==> config.mk <==
export PLATFORM = sky130hd
export DESIGN_NAME = sum_window_acc
export DESIGN_NICKNAME = d
export VERILOG_FILES = /design/src/rtl/sum_acc_pkg.sv /design/src/rtl/sum_minmax_tracker.sv /design/src/rtl/sum_window_acc.sv
export SDC_FILE = /design/constraint.sdc
export NUM_CORES = 1
export LEC_CHECK = 0
export BUFFER_PORTS_ARGS = -buffer_cell sky130_fd_sc_hd__buf_2
export CAP_MARGIN = 10
export CORE_ASPECT_RATIO = 0.75
export CORE_MARGIN = 2
export CORE_UTILIZATION = 55
export DETAILED_ROUTE_END_ITERATION = 7
export PLACE_DENSITY = 0.81
export SLEW_MARGIN = 30
export SYNTH_ARGS = -nofsm -noshare
export SYNTH_HDL_FRONTEND = slang
export SYNTH_SLANG_ARGS = --single-unit
==> constraint.sdc <==
create_clock -name clk -period 2.9 [get_ports clk]
set_input_delay 0.435 -clock clk [delete_from_list [all_inputs] [get_ports clk]]
set_output_delay 0.435 -clock clk [all_outputs]
set_load 0.01 [all_outputs]
==> src/rtl/sum_acc_pkg.sv <==
// Shared types and default sizing for the windowed sum accumulator.
package sum_acc_pkg;

  localparam int IN_W = 5;
  localparam int WIN  = 8;

  typedef enum logic [1:0] {
    IDLE  = 2'd0,
    ACCUM = 2'd1,
    DONE  = 2'd2
  } sum_acc_state_t;

endpackage

==> src/rtl/sum_minmax_tracker.sv <==
// Running max/min register pair. clr opens a fresh window (max=0, min=all-ones).
module sum_minmax_tracker #(
  parameter int W = 5
) (
  input  logic         clk,
  input  logic         rst,
  input  logic         clr,
  input  logic         en,
  input  logic [W-1:0] d,
  output logic [W-1:0] max,
  output logic [W-1:0] min
);

  // Strict compares: an equal sample leaves the stored extreme untouched.
  always_ff @(posedge clk) begin
    if (rst) begin
      max <= '0;
      min <= '0;
    end else if (clr) begin
      max <= '0;
      min <= '1;
    end else if (en) begin
      if (d > max) max <= d;
      if (d < min) min <= d;
    end
  end

endmodule

==> src/rtl/sum_window_acc.sv <==
// Collects WIN valid adder sums and reports total/max/min through a
// valid/ready result port. FSM: IDLE -> ACCUM -> DONE -> IDLE.
module sum_window_acc
  import sum_acc_pkg::sum_acc_state_t;
#(
  parameter int IN_W  = sum_acc_pkg::IN_W,
  parameter int WIN   = sum_acc_pkg::WIN,
  parameter int ACC_W = IN_W + $clog2(WIN)
) (
  input  logic             clk,
  input  logic             rst,
  input  logic             start,
  input  logic             in_valid,
  output logic             in_ready,
  input  logic [IN_W-1:0]  in_sum,
  output logic             out_valid,
  input  logic             out_ready,
  output logic [ACC_W-1:0] out_total,
  output logic [IN_W-1:0]  out_max,
  output logic [IN_W-1:0]  out_min,
  output logic             busy,
  output sum_acc_state_t   dbg_state
);

  localparam int CNT_W = $clog2(WIN + 1);

  sum_acc_state_t   state;
  sum_acc_state_t   state_nxt;
  logic [CNT_W-1:0] cnt;
  logic [ACC_W-1:0] total;
  logic             clr;
  logic             accept;
  logic             last;

  // Handshakes: a transfer happens on a rising edge where valid and ready are
  // both high. in_ready depends only on state; out_valid, once raised, holds
  // with stable data until out_ready is seen.
  assign clr    = (state == sum_acc_pkg::IDLE) && start;
  assign accept = in_valid && in_ready;
  assign last   = (cnt == CNT_W'(WIN - 1));

  always_ff @(posedge clk) begin
    if (rst) state <= sum_acc_pkg::IDLE;
    else     state <= state_nxt;
  end

  always_comb begin
    state_nxt = state;
    unique case (state)
      sum_acc_pkg::IDLE:  if (start)              state_nxt = sum_acc_pkg::ACCUM;
      sum_acc_pkg::ACCUM: if (accept && last)     state_nxt = sum_acc_pkg::DONE;
      sum_acc_pkg::DONE:  if (out_ready)          state_nxt = sum_acc_pkg::IDLE;
      default:                                    state_nxt = sum_acc_pkg::IDLE;
    endcase
  end

  always_comb begin
    in_ready  = (state == sum_acc_pkg::ACCUM);
    out_valid = (state == sum_acc_pkg::DONE);
    busy      = (state != sum_acc_pkg::IDLE);
  end

  // Results survive the handshake and are only wiped by the next start.
  always_ff @(posedge clk) begin
    if (rst || clr) begin
      cnt   <= '0;
      total <= '0;
    end else if (accept) begin
      cnt   <= cnt + 1'b1;
      total <= total + ACC_W'(in_sum);
    end
  end

  sum_minmax_tracker #(.W(IN_W)) u_minmax (
    .clk (clk),
    .rst (rst),
    .clr (clr),
    .en  (accept),
    .d   (in_sum),
    .max (out_max),
    .min (out_min)
  );

  assign out_total = total;
  assign dbg_state = state;

endmodule

==> run_results.csv <==
group,metric,value,unit
run_status,status,"finished, final reports clean",
clocking,cts_tree,"done",
timing,rsz0062_at_grt,"false",
final_layout,areaGrowthSynthToFinish,15.7,%
timing,finalCriticalPeriod,1.83,ns
die,fp.coreArea,2350,um^2
final_layout,drive_gt1_share,20.4,%
clocking,hold_buffers,0,
worst_setup_path,rr_worst_depth,8,
timing,finalHoldViolCount,0,
yosys,ys_ff_latch,24,
clocking,clk_pin_slew,0.13,ns
die,fp.dieW,62,um
yosys,netlist_instances,169,
timing,slew_violations,0,
timing,setup_viol,0,
clocking,cts_root_buf,"clkbuf_4",
grt,grt_pass1_wl,4720,um
yosys,seq_area_frac_synth,34.6,%
job,maxCapViolations,0,
detailed_routing,routedWlPerCell,12.4,um
worst_setup_path,r2r_start,"out_total[0]$_SDFFE_PP0P_",
yosys,synthArstFlopShare,0,%
worst_setup_path,critPathTopFamily,"adder cells",
placement,dp_slack,0.876,ns
clocking,cts_resized,0,
yosys,yosysWarnings,0,
clocking,cts_made_buffers,3,
final_layout,multi_input_area,830,um^2
timing,max_freq,0.546,GHz
grt,grt-ovfl-total,0,
detailed_routing,drt_iter0_markers,45,
placement,dpl.hpwl,2260,um
worst_hold_path,hold_depth,3,
power_and_ir_drop,leakage,0.756,nW
clocking,clkSinkCount,24,
worst_setup_path,critPathRequiredTime,3.13,ns
worst_setup_path,cp.arrival,2.06,ns
worst_setup_path,cp_max_fo,3,
worst_setup_path,crit_path_start_kind,"register",
timing,setup_tns,0,ns
clocking,clk-insertion-delay-late,0.32,ns
worst_setup_path,cp-end-kind,"register",
clocking,clockBufferDepth,2,
die,dieArea,2950,um^2
power_and_ir_drop,vdd_drop_max,0.261,mV
yosys,synth_nets,195,
timing,setup_ws,1.07,ns
yosys,ys_types,31,
worst_setup_path,r2r_end,"out_total[6]$_SDFFE_PP0P_",
grt,grt_max_degree,14,
final_layout,nNetsFinal,228,
placement,gp_congestion,0.840,
die,ios,33,
detailed_routing,firstDrtPassIters,4,
worst_setup_path,cp_num_buf_inv,1,
final_layout,fill_cells,212,
detailed_routing,route.detailed.drc,0,
yosys,syn_avg_cell_area,8.21,um^2
clocking,h-tree-depth,1,
die,die_y,47.5,um
final_layout,register_area,480,um^2
final_layout,antenna_cells,0,
power_and_ir_drop,p_per_area,414,nW/um^2
worst_hold_path,worst_hold_path.endpoint,"u_minmax.max[0]$_SDFFE_PP0P_",
timing,tightest_slew,0.565,ns
grt,grt_pass1_vias,1174,
detailed_routing,ant_nets,0,
worst_setup_path,reg2reg_slack,1.07,ns
worst_hold_path,hold_path_class,"in -> reg",
clocking,post-cts-setup-buffers,0,
timing,slew_headroom,62.2,%
worst_setup_path,crit_chain,"ha_1, inv_1, fa_1, nand2b_1, a21oi_1, o211ai_1, xor2_1, nor2_1",
yosys,synth_edf_count,0,
die,initial_core_util,59.1,%
detailed_routing,viasPerCell,5.26,
yosys,syn_area,1390,um^2
placement,port-buffer-count,32,
grt,antenna_found_initial,0,
detailed_routing,num_vias,1236,
timing,fin_worst_skew,0.00498,ns
worst_setup_path,slowest_stage,"fa_1",
yosys,ys.flop_type,"dfxtp_1",
detailed_routing,routed_wirelength,2910,um
worst_setup_path,critPathMaxStageDelay,0.39,ns
die,rows,15,
worst_hold_path,hp-start,"in_sum[0]",
timing,finalCritPeriodShare,63.2,%
worst_setup_path,critPathKind,"reg -> reg",
grt,track_usage,22.0,%
-- cell families (layout without fill, tap and decap cells) --
logic type      after synthesis  after routing  synth area share (%)
simple gates                 69             69                  22.5
flops                        24             24                  34.6
buf+inv                      19             51                  5.59
xor+xnor                      6              6                  3.79
compound gates               30             30                  14.9
mux                           5              5                  3.61
fa+ha+maj                    16             16                  15.0
-- power breakdown --
part / total, mW / internal (mW) / switching, mW / leakage (nW)
registers: 0.353 / 0.343 / 0.0102 / 0.196
logic: 0.133 / 0.0541 / 0.0785 / 0.539
clock network: 0.179 / 0.0769 / 0.102 / 0.0210
total: 0.664 / 0.474 / 0.191 / 0.756
-- Yosys cell counts, types with 2 or more instances --
library cell | number | area (um^2)
nand4_1 | 3 | 18.8
nand3b_1 | 2 | 15.0
o21ai_0 | 4 | 20.0
nand2_1 | 21 | 78.8
a21oi_1 | 10 | 50.1
nor2_1 | 24 | 90.1
nand2b_1 | 2 | 12.5
a211oi_1 | 9 | 67.6
nand3_1 | 2 | 10.0
inv_1 | 15 | 56.3
or2_2 | 2 | 12.5
ha_1 | 15 | 188
nor2b_1 | 4 | 25.0
xor2_1 | 5 | 43.8
nor3_1 | 7 | 35.0
buf_2 | 2 | 10.0
dfxtp_1 | 24 | 480
mux2i_1 | 5 | 50.1
-- sequential cells by signal, indices dropped and copies added (netlist names) --
register / cells
dbg_state: 2
u_minmax.max: 5
u_minmax.min: 5
out_total: 8
cnt: 4
-- worst min-delay path: cells and delay by family --
| kind | cells | cell delay, ns |
|---|---|---|
| AND/OR/NAND/NOR | 1 | 0.06 |
| multiplexers | 1 | 0.06 |
| buffers and inverters | 1 | 0.13 |
-- metrics by stage --
| stage | cell area [um^2] | hold WS [ns] | instances | power [mW] | utilization, % |
|---|---|---|---|---|---|
| 2_1_floorplan | 1390 | 0.454 | 169 | 0.452 | - |
| 3_3_place_gp | 1570 | 0.458 | 231 | 0.486 | 66.9 |
| 3_5_place_dp | 1570 | 0.469 | 231 | 0.492 | 66.9 |
| 4_1_cts | 1610 | 0.386 | 235 | 0.670 | 68.4 |
| 5_1_grt | 1610 | 0.390 | 235 | 0.699 | 68.4 |
| 6_report | 1610 | 0.389 | 235 | 0.664 | 68.4 |
-- metal layers --
layer	wire, um	vias to the layer above	global-route usage, %
met4	40	0	7.66
met5	0	-	0
met2	1340	30	38.1
met3	138	6	6.22
met1	1380	563	26.4
li1	-	637	-
-- how the worst max path moves through the flow --
stage                              start                           end  slack [ns]  cells after the start
4_1_cts        dbg_state[0]$_SDFFE_PP0P_  u_minmax.min[4]$_SDFFE_PP0P_        1.07                      5
3_5_place_dp                   in_sum[0]     out_total[6]$_SDFFE_PP0P_        0.88                      9
3_3_place_gp                   in_sum[0]     out_total[6]$_SDFFE_PP0P_        0.94                      9
2_1_floorplan                  in_sum[0]     out_total[6]$_SDFFE_PP0P_        1.16                      8
6_report       out_total[0]$_SDFFE_PP0P_     out_total[6]$_SDFFE_PP0P_        1.07                      8
5_1_grt        out_total[0]$_SDFFE_PP0P_     out_total[6]$_SDFFE_PP0P_        0.87                      8
-- final cells by class --
class	count	share of cell area [%]
clock buffers	4	2.26
well taps	34	2.65
flip-flops and latches	24	29.9
inverters	15	3.51
multi-input cells	126	51.7
repair buffers	32	9.98
-- cell usage in the layout (no fill, tap or decap), types with 2 or more instances in the layout --
master	Yosys	routed
buf_2	2	32
nor2_1	24	24
dfxtp_1	24	24
nand2_1	21	21
inv_1	15	15
ha_1	15	15
a21oi_1	10	10
a211oi_1	9	9
nor3_1	7	7
xor2_1	5	5
mux2i_1	5	5
nor2b_1	4	4
o21ai_0	4	4
nand4_1	3	3
clkbuf_4	0	3
or2_2	2	2
nand3b_1	2	2
nand3_1	2	2
nand2b_1	2	2
Power figures use the tool's default switching activity.
